--- src/rtl/parallel_in_serial_out_tx.sv ---
// -----------------------------------------------------------------------------
// parallel_in_serial_out_tx
//
// Parallel-in, serial-out transmitter. A WIDTH-bit word is accepted through a
// valid/ready handshake and shifted out MSB-first, one bit per edge with
// ShiftEn high. This is the transmit end of the serial-in/parallel-out link.
// The receiver shifts in at bit 0 when SerialValid & ShiftEn is high, so after
// WIDTH captures its parallel output equals the word loaded here.
//
// Ports
//   clk          rising-edge clock
//   Reset        synchronous, active-high reset
//   LoadValid    ParallelIn holds a word to send
//   ParallelIn   word to transmit, sampled only at the accepting edge
//   LoadReady    combinational; a word is accepted this cycle if LoadValid
//   ShiftEn      advance one bit at this edge; low holds everything
//   SerialOut    current serial bit (registered), 0 when idle
//   SerialValid  SerialOut carries a live bit
//   Busy         word in flight (same as SerialValid)
//   Done         one-cycle pulse after the last bit of a word is consumed
//
// State  | Meaning
// -------+----------------------------------------------------------------
// IDLE   | no word in flight, ready to load
// SEND   | shifting a word out; cnt counts the bits already consumed
// -----------------------------------------------------------------------------
module parallel_in_serial_out_tx #(
    parameter int WIDTH = 4
) (
    input  logic             clk,
    input  logic             Reset,
    input  logic             LoadValid,
    input  logic [WIDTH-1:0] ParallelIn,
    output logic             LoadReady,
    input  logic             ShiftEn,
    output logic             SerialOut,
    output logic             SerialValid,
    output logic             Busy,
    output logic             Done
);

    localparam int CW = (WIDTH > 2) ? $clog2(WIDTH) : 1;
    localparam logic [CW-1:0] LAST_BIT = CW'(WIDTH - 1);

    typedef enum logic [0:0] {
        IDLE = 1'b0,
        SEND = 1'b1
    } state_t;

    state_t           state;
    state_t           state_nxt;
    logic [WIDTH-1:0] sr;
    logic [WIDTH-1:0] sr_nxt;
    logic [CW-1:0]    cnt;
    logic [CW-1:0]    cnt_nxt;
    logic             done_q;
    logic             done_nxt;
    logic             last_bit;
    logic             accept;

    // The last bit leaves at this edge; a new word may be loaded in the same
    // edge so back-to-back frames have no gap.
    assign last_bit  = (state == SEND) && ShiftEn && (cnt == LAST_BIT);
    assign LoadReady = !Reset && ((state == IDLE) || last_bit);
    assign accept    = LoadValid && LoadReady;

    // State and datapath registers
    always_ff @(posedge clk) begin
        if (Reset) begin
            state  <= IDLE;
            sr     <= '0;
            cnt    <= '0;
            done_q <= 1'b0;
        end else begin
            state  <= state_nxt;
            sr     <= sr_nxt;
            cnt    <= cnt_nxt;
            done_q <= done_nxt;
        end
    end

    // Next state and next datapath values
    always_comb begin
        state_nxt = state;
        sr_nxt    = sr;
        cnt_nxt   = cnt;
        done_nxt  = last_bit;
        case (state)
            IDLE: begin
                if (accept) begin
                    state_nxt = SEND;
                    sr_nxt    = ParallelIn;
                    cnt_nxt   = '0;
                end
            end
            SEND: begin
                if (ShiftEn) begin
                    if (cnt == LAST_BIT) begin
                        if (accept) begin
                            state_nxt = SEND;
                            sr_nxt    = ParallelIn;
                        end else begin
                            state_nxt = IDLE;
                            sr_nxt    = '0;
                        end
                        cnt_nxt = '0;
                    end else begin
                        sr_nxt  = {sr[WIDTH-2:0], 1'b0};
                        cnt_nxt = cnt + CW'(1);
                    end
                end
            end
            default: begin
                state_nxt = IDLE;
                sr_nxt    = '0;
                cnt_nxt   = '0;
                done_nxt  = 1'b0;
            end
        endcase
    end

    // Outputs
    always_comb begin
        SerialOut   = 1'b0;
        SerialValid = 1'b0;
        if (state == SEND) begin
            SerialOut   = sr[WIDTH-1];
            SerialValid = 1'b1;
        end
        Busy = SerialValid;
        Done = done_q;
    end

endmodule

--- config.mk ---
export PLATFORM = sky130hd
export DESIGN_NAME = parallel_in_serial_out_tx
export DESIGN_NICKNAME = d
export VERILOG_FILES = /design/src/rtl/parallel_in_serial_out_tx.sv
export SDC_FILE = /design/constraint.sdc
export NUM_CORES = 1
export LEC_CHECK = 0
export BUFFER_PORTS_ARGS = -buffer_cell sky130_fd_sc_hd__buf_2
export CAP_MARGIN = 5
export CORE_AREA = 5 5 42 44
export CTS_CLUSTER_DIAMETER = 60
export DETAILED_ROUTE_END_ITERATION = 8
export DIE_AREA = 0 0 47 49
export PLACE_DENSITY = 0.52
export SYNTH_ARGS = -nofsm -noshare
export SYNTH_HDL_FRONTEND = slang
export SYNTH_SLANG_ARGS = --single-unit
--- constraint.sdc ---
create_clock -name clk -period 2.2 [get_ports clk]
set_clock_uncertainty 0.05 [all_clocks]
set_input_delay 0.11 -clock clk [delete_from_list [all_inputs] [get_ports clk]]
set_output_delay 0.11 -clock clk [all_outputs]
set_load 0.01 [all_outputs]
### Word-level counts from Yosys, hierarchy flattened

Index checks and enable logic that the tools add are counted.

* bits in latches: 0
* memories kept: 0
* input bits: 8
* word-level logic and storage cells: 31
* memory bits (writable): 0
* bits in read-only memories: 0
* flip-flop bits (word level): 8

* reduce and logical (&&, ||, !) cells: 7
* $mul: 0
* $add $sub $neg: 1
* mux-type cells: 15
* shift-type cells: 0
* order comparisons: 0
* bitwise gates (word level): 1
* div/mod/pow operators: 0
* equal/unequal tests: 3

Operator list (number)
* 2-to-1 mux 4 bit: 4
* one-hot mux 4 bit (2 select lines): 1
* 2-to-1 mux 2 bit: 3
* 2-to-1 mux 1 bit: 5
* logical AND 1 bit: 4
* inequality test 2 bit, second input constant: 2
* one-hot mux 2 bit (2 select lines): 1
* adder 2 x 1 -> 2 bit, second input constant: 1
* equality test 2 bit, second input constant: 1
* one-hot mux 1 bit (2 select lines): 1
* AND reduction 2 bit: 1
* logical NOT 1 bit: 1
* logical OR 1 bit: 1
* inverter 1 bit: 1

### Longest topological paths before layout

Gate-level depths: netlist (run 1).

* depth in word-level cells: 9
* depth in mapped cells: 4

### Worst setup path before layout (run 1)

No wires, ideal clock.

* kind: reg2reg
* start point: register state
* end point: register sr[1]
* library setup time: 125 ps
* clock period less this slack: 1205 ps
* arrival time: 1030 ps
* cell stages (with the launch flop): 5
* slack: 995 ps
* cells stage by stage: dfxtp_1 > buf_4 > or3b_1 > o21ai_0 > a211oi_1

* word-level cells in the longest chain between the ends: 9

Ends and longest elaborated chain
* from (decl): RTL line 50 `state_t state;`
* from (signal assigned): RTL line 75 `state <= state_nxt;`
* logical AND 1 bit (2 in a row): RTL line 63 `assign last_bit = (state == SEND) && ShiftEn && (cnt == LAST_BIT);`
* logical OR 1 bit: RTL line 64 `assign LoadReady = !Reset && ((state == IDLE) || last_bit);`
* logical AND 1 bit: RTL line 64
* logical AND 1 bit: RTL line 65 `assign accept = LoadValid && LoadReady;`
* 2-to-1 mux 4 bit: RTL line 99 `if (accept) begin`
* 2-to-1 mux 4 bit: RTL line 98 `if (cnt == LAST_BIT) begin`
* 2-to-1 mux 4 bit: RTL line 97 `if (ShiftEn) begin`
* one-hot mux 4 bit (2 select lines): RTL line 88 `case (state)`
* to (signal assigned): RTL line 76 `sr <= sr_nxt;`
* to (decl): RTL line 52 `logic [WIDTH-1:0] sr;`

Several ways; a longest one is shown, not always the timed one. The select of a mux whose other input is x is not followed.
A chain may end at the register's enable or synchronous reset.

### Final worst setup path (run 1)

* start point: register cnt[0]
* end point: output port LoadReady

* word-level cells in the longest chain between the ends: 4

Ends and longest elaborated chain
* from (decl): RTL line 54 `logic [CW-1:0] cnt;`
* from (signal assigned): RTL line 77 `cnt <= cnt_nxt;`
* equality test 2 bit: RTL line 63
* logical AND 1 bit: RTL line 63
* logical OR 1 bit: RTL line 64
* logical AND 1 bit: RTL line 64
* to (decl): RTL line 34 `output logic LoadReady,`

Every way passes these cells.

==> results.md, run 1 <==
- Dpl cells: 72
- Leak: between 0.2 and 0.25 nW
- Fmax: 0.685 GHz
- Initial Util: 28.9%
- I/O pins: 13
- Worst Setup Start Kind: register
- Yosys reg bits: 8
- Via count: 361
- Area share of the largest cell type after synthesis: 39.5%
- Max-cap violations: 0
- Most common cell after layout, fill and taps aside: buf_2
- TNS Setup: 0 ns
- Post-Place Worst Slack: 0.893 ns
- Residual DRC: 0
- Worst hold stages: 3
- IO Port Bufs: 12
- Worst hold endpoint: sr[3]
- DRT antenna net count: 0
- First-pass GRT wire length: between 1 and 1.5 mm
- # clock sinks: 8
- Synth area leader: dfxtp_1
- Chip height: 49 µm
- Total track usage: a little under a tenth
- Share of layout cells above drive strength 1: 25.4%
- CP arrival: 1.30 ns
- Worst R2R Path Depth: 4
- Initial antenna violation count: 0
- Post-CTS Hold Buffers: 0
- Slack of the critical path: 0.740 ns
- Number of global-route vias before repair: 351
- Detailed Route Iter0 Violations: 3
- Total Die Area: 2300 µm²
- Peak VDD IR: 280 µV
- Ant. Diodes: 0
- Avg Cell Area, Syn: 8.63 µm²
- Vias per inst: 4.81
- Total clock buffers created by CTS: 3
- WL final: 836 µm
- TritonCTS clock tree: yes
- Clk buf depth: 2
- Most frequent cells in the layout: buf_2, dfxtp_1, nor2_1
- Maximum number of pins on one net before global-route repair: 12
- Overflow after GRT: 0
- Setup CP Type: register to primary output
- Num rows: 14
- Worst Tran Pin Value: between 0.2 and 0.3 ns
- Period minus WS final: roughly 1.5 ns
- Core region area: 1400 µm²
- CTS HTree Levels: 1
- Final nets: 70
- Reg clk slew, reported paths: 0.06 ns
- Reg-to-reg startpoint: cnt[0]
- Cell area after layout: 482 µm²
- Synth top area cells: dfxtp_1, o21ai_0, nor2_1
- Root Driver: clkbuf_4
- GPL Wtd Cong: 0.671
- Worst-Skew Late Latency: ~0.26 ns
- Post-synthesis sequential area ratio: 39.5%
- Status: completed
- Yosys warning count: 0
- Hold path start: ParallelIn[3]
- DR pass1 iterations: 4
- Worst relative slew slack: 80.1%
- Die Wd: 47 µm
- Critical R2R Capture: sr[1]
- Post-Synthesis Cells: 47
- DP Area: 459 µm²
- Count of final hold-check violations: 0
- CP Capture Type: primary output
- Synthesized Nets: 56
- Synth unique cells: 21
- Postcts setup bufs: 0
- Synth-to-layout area growth: 18.8%
- Slew Viols, Final: 0
- RSZ-0062 raised after global routing: false
- Final core utilization: ~34%
- Resize count post-CTS: 0
- Final Non-Filler Cells: 75
- Worst Hold Class: primary input to register
- R2r setup slk: about 0.90 ns
- Finish-stage setup viols: 0
- Tcrit/Tclk final: 66.3%
- Avg WL per Cell: around 11 µm
- Mapped Area: slightly above 400 µm²
- CP max FO: 7
- Power Density: 673 nW/µm²
- Required @ worst endpoint: just over 2 ns
==> report_power, final <==
part	total (mW)	internal [mW]	switching, mW
Sequential	0.161	0.154	0.00680
Combinational	0.0474	0.0231	0.0243
Clock	0.116	0.0627	0.0531
Total	0.324	0.240	0.0842
==> critical path, stage by stage (launching register included) <==
cell      delay, ns
dfxtp_1        0.32
ha_1           0.27
a21boi_1       0.26
nor2_1         0.06
buf_2          0.14
==> layout make-up <==
cell class | instances | area, µm²
Clock buffer | 3 | 22.5
Timing Repair Buffer | 12 | 60.1
Inverter | 1 | 3.75
Fill cell | 163 | 920
Sequential cell | 8 | 160
Tap cell | 16 | 20.0
Multi-Input combinational cell | 35 | 215
==> layer usage <==
layer  vias to the layer above  GRT usage, %  share of wire [%]
li1                        191             -                  -
met1                       157          11.0                 44
met2                         9          10.6                 46
met3                         4          5.17                7.1
met4                         0          8.29                2.9
met5                         -             0                  0
==> flip-flops by register name, indices dropped and copies added, names as in the netlist <==
name   cells
state      1
cnt        2
sr         4
Done       1
==> worst max-delay path by stage <==
stage	start	end	slack (ns)
finish	cnt[0]	LoadReady	0.74
floorplan	state	sr[1]	0.99
global route	cnt[0]	LoadReady	0.65
global placement	cnt[0]	sr[1]	0.91
CTS	cnt[0]	LoadReady	0.72
detailed placement	cnt[0]	sr[1]	0.89
==> cells by family after synthesis <==
family                     after synthesis  synth area share [%]
AOI/OAI and AO/OA                       13                  20.4
adders and majority gates                1                  3.09
buffers and inverters                    4                  7.41
DFF                                      8                  39.5
muxes                                    2                  5.25
and+or+nand+nor                         19                  24.4
==> synthesized netlist by cell type <==
cell type / number
or3_1: 1
nor3b_1: 1
nor2_1: 8
a2bb2oi_1: 1
buf_6: 1
nand2_1: 3
a21boi_1: 1
clkinv_1: 1
nor2b_1: 3
a211oi_1: 3
and4b_1: 1
mux2i_1: 1
a32oi_1: 1
ha_1: 1
mux2_1: 1
dfxtp_1: 8
o21ai_0: 6
or3b_1: 1
and2_1: 1
buf_4: 2
a21oi_1: 1
==> through the flow <==
step           hold WS [ns]  total power [mW]
2_1_floorplan         0.181             0.198
3_3_place_gp          0.332             0.212
3_5_place_dp          0.339             0.212
4_1_cts              0.0551             0.332
5_1_grt              0.0557             0.350
6_report             0.0633             0.324
(Power assumes the default switching activity.)
==> run 2: changes to the inputs <==
==> constraint.sdc (replaced) <==
create_clock -name clk -period 1.5 [get_ports clk]
set_clock_uncertainty 0.05 [all_clocks]
set_input_delay 0.075 -clock clk [delete_from_list [all_inputs] [get_ports clk]]
set_output_delay 0.075 -clock clk [all_outputs]
set_load 0.01 [all_outputs]
==> run 2 against run 1 <==
Compared with the run above:
- critical path depth unchanged
- sequential share of layout area decreased by 0.26 points
- core utilization increased by 0.27 points
- clock power increased by 48%
- critical endpoint unchanged
- global-route usage unchanged
- total power increased by 48%
- design area increased by 0.78%
- non-clock buffer count unchanged
- clock-buffer cell count unchanged
- first-iteration DRC count increased by 130%
- combinational power increased by 49%
- hold slack got worse by 0.039 ns
==> results.md, run 2 (synthesized netlist as in run 1, its figures left out) <==
- Worst-Skew Late Latency: 0.26 ns
- Max-cap violations: 0
- Ant. Diodes: 0
- CP Capture Type: primary output
- Initial antenna violation count: 0
- Postcts setup bufs: 0
- Worst hold endpoint: sr[3]
- CTS HTree Levels: 1
- Clk buf depth: 2
- Peak per-stage delay on the critical path: between 0.3 and 0.4 ns
- Reg-to-reg startpoint: cnt[0]
- Overflow after GRT: 0
- CP max FO: 7
- R2r setup slk: approximately 0.17 ns
- Peak VDD IR: 411 µV
- Hold path start: ParallelIn[3]
- Count of final hold-check violations: 0
- Dpl cells: 72
- Maximum number of pins on one net before global-route repair: 12
- WL final: approximately 850 µm
- TritonCTS clock tree: yes
- TNS Setup: 0 ns
- CP arrival: roughly 1.3 ns
- Min Hold Slack: 0.0246 ns
- Slew Viols, Final: 0
- Final Non-Filler Cells: between 70 and 80
- Number of global-route vias before repair: 351
- CP bufs+invs: 1
- Num rows: 14
- Die Wd: 47 µm
- Residual DRC: 0
- Initial Util: roughly 29%
- Leak: between 0.2 and 0.25 nW
- Reg clk slew, reported paths: 0.06 ns
- RSZ-0062 raised after global routing: false
- Vias per inst: 4.75
- Share of layout cells above drive strength 1: 27.1%
- Worst Tran Pin Value: 0.304 ns
- GPL Wtd Cong: between 0.6 and 0.7
- I/O pins: 13
- Required @ worst endpoint: ~1.4 ns
- Total track usage: 9.09%
- Worst Hold Class: primary input to register
- First-pass GRT wire length: 1.44 mm
- Tcrit/Tclk final: 92.1%
- Chip height: 49 µm
- # clock sinks: 8
- Worst hold stages: 3
- Finish-stage setup viols: 0
- Detailed Route Iter0 Violations: 7
- Worst Setup Start Kind: register
- IO Port Bufs: 12
- Status: completed
- Most common cell after layout, fill and taps aside: buf_2
- Final nets: 70
- Core region area: 1400 µm²
- Crit path max-delay family: flip-flops
- Fillers: 163
- Biggest register: sr
- Period minus WS final: around 1.4 ns
- Crit-path cells: ha_1, a21boi_2, nor2_1, buf_2
- Final core utilization: 34.6%
- CP max-delay cell: dfxtp_1
- Root Driver: clkbuf_4
- DRT antenna net count: 0
- Worst R2R Path Depth: 4
- Via count: 356
- Avg WL per Cell: 11.3 µm
- Synth-to-layout area growth: 19.8%
- Total Power: 479 µW
- Fmax: 0.724 GHz
- DR pass1 iterations: 3
- Total clock buffers created by CTS: 3
- Largest regs: sr x4, cnt x2
- Most frequent cells in the layout: buf_2, dfxtp_1, nor2_1
- Total Die Area: 2300 µm²
- Worst relative slew slack: 79.7%
- Critical R2R Capture: sr[1]
- Max reg flops: 4
- Power Density: 986 nW/µm²
- Setup CP Type: register to primary output
## run 2: worst register-to-register path: stages (launching register included)
cell,delay [ns]
dfxtp_1,0.34
ha_1,0.30
and4b_1,0.26
o21ai_0,0.09
a211oi_1,0.20
## run 2: final cells by class
class | instances | area, µm² | area share (%)
repair buffers | 12 | 60.1 | 12.4
multi-input cells | 35 | 219 | 45.1
well taps | 16 | 20.0 | 4.12
inverters | 1 | 3.75 | 0.773
clock buffers | 3 | 22.5 | 4.64
flip-flops and latches | 8 | 160 | 33.0
## run 2: power breakdown
part	total, mW	internal, mW	switching, mW
logic	0.0704	0.0344	0.0360
registers	0.236	0.226	0.00998
clock network	0.172	0.0920	0.0804
## run 2: worst max path at each step
stage / from / end / slack, ns / depth (start not counted)
floorplan: state / sr[1] / 0.29 / 4
global placement: cnt[0] / sr[1] / 0.21 / 4
detailed placement: cnt[0] / sr[1] / 0.19 / 4
CTS: cnt[0] / LoadReady / 0.05 / 4
finish: cnt[0] / LoadReady / 0.12 / 4
global route: cnt[0] / sr[1] / 0.03 / 4
## run 2: layer usage
layer  GRT usage, %  up-vias  wire length, µm
met2           10.6       10              378
met1           11.0      154              367
li1               -      189                -
met3           5.17        3               70
met4           8.29        0               29
met5              0        -                0
## run 2: stage by stage
step                worst slack, ns  instance area, µm²
finish                        0.119                 485
CTS                          0.0529                 482
detailed placement            0.193                 459
floorplan                     0.295                 405
global route                 0.0341                 485
global placement              0.214                 459
## run 2: timing repair
action | 4_1_cts | 5_1_grt
endpoints found under the setup margin | 0 | 1
hold buffers | 0 | 0
gates resized for setup | 0 | 1
